**src/rtl/instruction_decoder.sv**
```systemverilog
// instruction_decoder: registered 4-bit-opcode decoder for a small ALU ISA.
// Define DEC_IMM_EN to enable the ADDI/SUBI immediate forms (otherwise 0x3/0x5 are illegal).
module instruction_decoder (
    input  logic        clk,
    input  logic        rst,
    input  logic [31:0] instruction,
    output logic        alu_src,
    output logic [1:0]  alu_op,
    output logic [3:0]  reg1,
    output logic [3:0]  reg2,
    output logic [3:0]  reg_dest,
    output logic [15:0] imm,
    output logic        reg_write,
    output logic        illegal
);
`ifdef DEC_IMM_EN
    localparam bit IMM_EN = 1'b1;
`else
    localparam bit IMM_EN = 1'b0;
`endif
    logic [3:0]  op;
    logic        is_imm_op, legal_reg, legal_imm;
    logic        alu_src_d, alu_src_q, reg_write_d, reg_write_q, illegal_d, illegal_q;
    logic [1:0]  alu_op_d, alu_op_q;
    logic [3:0]  reg1_d, reg1_q, reg2_d, reg2_q, reg_dest_d, reg_dest_q;
    logic [15:0] imm_d, imm_q;
    always_comb begin
        op          = instruction[31:28];
        is_imm_op   = (op == 4'h3) || (op == 4'h5);
        legal_reg   = (op == 4'h1) || (op == 4'h2) || (op == 4'h4) || (op == 4'h6) || (op == 4'h7);
        legal_imm   = IMM_EN && is_imm_op;
        illegal_d   = op[3] || (!IMM_EN && is_imm_op);
        alu_op_d    = !(legal_reg || legal_imm) ? 2'b00 :
                      (op == 4'h6) ? 2'b10 :
                      (op == 4'h7) ? 2'b11 :
                      (op == 4'h1 || op == 4'h4 || op == 4'h5) ? 2'b01 : 2'b00;
        alu_src_d   = legal_imm;
        reg_write_d = (legal_reg && op != 4'h1) || legal_imm;
        reg1_d      = (legal_reg || legal_imm) ? instruction[23:20] : 4'h0;
        reg2_d      = legal_reg ? instruction[19:16] : 4'h0;
        reg_dest_d  = reg_write_d ? instruction[27:24] : 4'h0;
        imm_d       = legal_imm ? instruction[15:0] : 16'h0;
    end
    always_ff @(posedge clk or posedge rst) begin
        if (rst) begin
            alu_src_q   <= 1'b0;
            alu_op_q    <= 2'b00;
            reg1_q      <= 4'h0;
            reg2_q      <= 4'h0;
            reg_dest_q  <= 4'h0;
            imm_q       <= 16'h0;
            reg_write_q <= 1'b0;
            illegal_q   <= 1'b0;
        end else begin
            alu_src_q   <= alu_src_d;
            alu_op_q    <= alu_op_d;
            reg1_q      <= reg1_d;
            reg2_q      <= reg2_d;
            reg_dest_q  <= reg_dest_d;
            imm_q       <= imm_d;
            reg_write_q <= reg_write_d;
            illegal_q   <= illegal_d;
        end
    end
    assign alu_src   = alu_src_q;
    assign alu_op    = alu_op_q;
    assign reg1      = reg1_q;
    assign reg2      = reg2_q;
    assign reg_dest  = reg_dest_q;
    assign imm       = imm_q;
    assign reg_write = reg_write_q;
    assign illegal   = illegal_q;
endmodule

```
**config.mk**
```make
export PLATFORM = sky130hd
export DESIGN_NAME = instruction_decoder
export DESIGN_NICKNAME = d
export VERILOG_FILES = /design/src/rtl/instruction_decoder.sv
export SDC_FILE = /design/constraint.sdc
export NUM_CORES = 1
export LEC_CHECK = 0
export ABC_AREA = 1
export BUFFER_PORTS_ARGS = -buffer_cell sky130_fd_sc_hd__buf_2
export CAP_MARGIN = 20
export CORE_ASPECT_RATIO = 0.9
export CORE_MARGIN = 8
export CORE_UTILIZATION = 35
export DETAILED_ROUTE_END_ITERATION = 10
export PLACE_DENSITY = 0.86
export SYNTH_ARGS = -nofsm -noshare
export SYNTH_HDL_FRONTEND = slang
export SYNTH_SLANG_ARGS = --single-unit
export TNS_END_PERCENT = 30
```
**constraint.sdc**
```tcl
create_clock -name clk -period 0.8 [get_ports clk]
set_input_delay 0.16 -clock clk [delete_from_list [all_inputs] [get_ports clk]]
set_output_delay 0.16 -clock clk [all_outputs]
set_load 0.02 [all_outputs]
```
==> metrics <==
startpoint types flip-flop; ANT cells 0; dpl cells 139; worst path cell trace buf_6; crit path DAT 0.79 ns; Max Clk Rate 1.05 GHz; Leak 0.617 nW; P&R area growth vs syn 32.5%; WL met1 639 µm; endpoint class of the critical path primary output; H-tree Lvls 1; initial antenna violation count 0; layout cell share with drive strength beyond 1 34.5%; RSZ-0062 raised after global routing true; worst hold path cell count 2; Core Util, Final 49.1%; clock transition at the registers of the reported paths 0.08 ns; syn_area_per_cell 8.85 µm²; cell row count 15; hpwl dp 1200 µm; part of the power in the clock network 28.7%; vias in the first global route 544; vias post-DR 531; Initial Utilization 37.1%; Cell variety after synth 10; switching share of power 27.6%; commonest non-fill, non-tap cells in the layout buf_2, inv_1, conb_1; Overflow after GRT 0; CTS Buffer Depth 2; period utilization 119%; crit path time final 0.952 ns; overall routing resource usage 7.37%; critical path type flip-flop to primary output; most common cell after layout, fill and taps aside buf_2; DR WL/cell 10.2 µm; Max Cap Viol 0; combinational share of power 21.0%; Pwr Density 1820 nW/µm²; Worst Setup SP reg_dest[0]$_DFF_PP0_; Final Power 1.73 mW; I/O pin count 67; largest net degree at the start of global routing 17; Finished Layout Cells 144; Ys Warns 0; Final ANT Viol Nets 0; Fin. Hold Viols 0; Detailed Route Iter0 Violations 16; Core Area 1930 µm²; dominant delay contributor by cell family on the critical path flip-flops; hold path startpoint instruction[31]; first-pass GRT wire length 2280 µm; switching power total 0.478 mW; Hold Crit Class input port to flip-flop; Die Footprint 3750 µm²; Via density 3.69; Fin Hold WS 0.0738 ns; First-pass DRT Iterations 4; clock root cell clkbuf_4; TritonCTS clock tree built; worst setup margin -0.152 ns; Seq/Total Area, Yosys 55.8%; Post-CTS Setup Inserts 0; setup violators final 16; Internal 1.25 mW; Final Net Count 154; Mapped Cells 81; Seq cells post-synth 16; routed wl met3 170 µm; CP Max Fanout 1; setup_tns -2.34 ns; Synth Cell Area 717 µm²; final slew viol count 0; DRC 0; hold worst-path end alu_op[1]$_DFF_PP0_; sequential share of power 50.3%; slowest CP cell dfrtp_1; failing checks setup timing; global placement routability congestion 0.768; CTS sink count 16; Total Routed Length 1470 µm; Peak VDD IR 779 µV; highest cell delay on the worst timing path 0.39 ns; Top Metal Used met3; worst path buffer plus inverter count 1; Chip Height 58.9 µm; clock buffer count from CTS 3; I/O Buffers 33; CP required 0.64 ns; # fillers 172; status complete, but fails checks; die width 63.7 µm; met2 routed WL 655 µm
-- cells by family (layout without fill, tap and decap cells) --
kind of cell / after synthesis / in the layout / synth area share, %
flip-flops: 16 / 16 / 55.8
other: 1 / 17 / 0.523
AND/OR/NAND/NOR: 28 / 28 / 15.9
buffers and inverters: 36 / 58 / 27.7
-- through the flow --
step,setup WS [ns],cell area [µm²]
after floorplan,0.102,777
after global placement,-0.0623,853
after detailed placement,-0.104,853
after CTS,-0.169,925
after global routing,-0.186,950
final,-0.152,950
-- how the worst max path moves through the flow --
| stage | to | slack (ns) | cells past startpoint |
|---|---|---|---|
| global route | alu_op[1] | -0.19 | 1 |
| finish | reg_dest[0] | -0.15 | 1 |
| global placement | reg_dest[1]$_DFF_PP0_ | -0.06 | 6 |
| detailed placement | reg2[0]$_DFF_PP0_ | -0.10 | 7 |
| floorplan | reg_dest[0]$_DFF_PP0_ | 0.10 | 5 |
| CTS | reg_write | -0.17 | 1 |
-- sequential cells by signal (all words and copies together), names as in the netlist --
register and count:
reg2 4, reg_write 1, reg1 4, reg_dest 4, alu_op 2, illegal 1
-- area by class of cell --
cell class / instances / area, µm² / share of cell area, %
well taps: 25 / 31.3 / 3.29
repair buffers: 35 / 233 / 24.5
inverters: 19 / 71.3 / 7.51
flip-flops and latches: 16 / 400 / 42.2
clock buffers: 4 / 36.3 / 3.82
multi-input cells: 45 / 178 / 18.7
-- routing by layer --
| metal | vias up | track usage, % |
|---|---|---|
| met1 | 223 | 8.16 |
| met2 | 39 | 11.0 |
| met4 | 0 | 3.81 |
| met5 | - | 0 |
| met3 | 0 | 4.36 |
| li1 | 269 | - |
-- power by group through the flow --
stage | Combinational [mW] | Clock, mW | Sequential, mW
after detailed placement | 0.330 | 0 | 0.881
after CTS | 0.348 | 0.521 | 0.868
after global routing | 0.402 | 0.541 | 0.874
after global placement | 0.322 | 0 | 0.880
after floorplan | 0.213 | 0 | 0.948
final | 0.363 | 0.497 | 0.871
-- synthesized netlist by cell type (all sizes together) --
library cell	number	area [µm²]
inv	19	71.3
nand2	11	46.3
buf	17	128
conb	1	3.75
nor2	14	52.6
dfrtp	16	400
nand3	2	10.0
nor3	1	5.00
-- timing repair --
action,in CTS,in global routing
gates resized for setup,8,8
endpoints found under the hold margin,16,0
hold buffers,1,0
setup endpoints to repair,16,16
No activity file was read; power rests on OpenSTA's default activity.
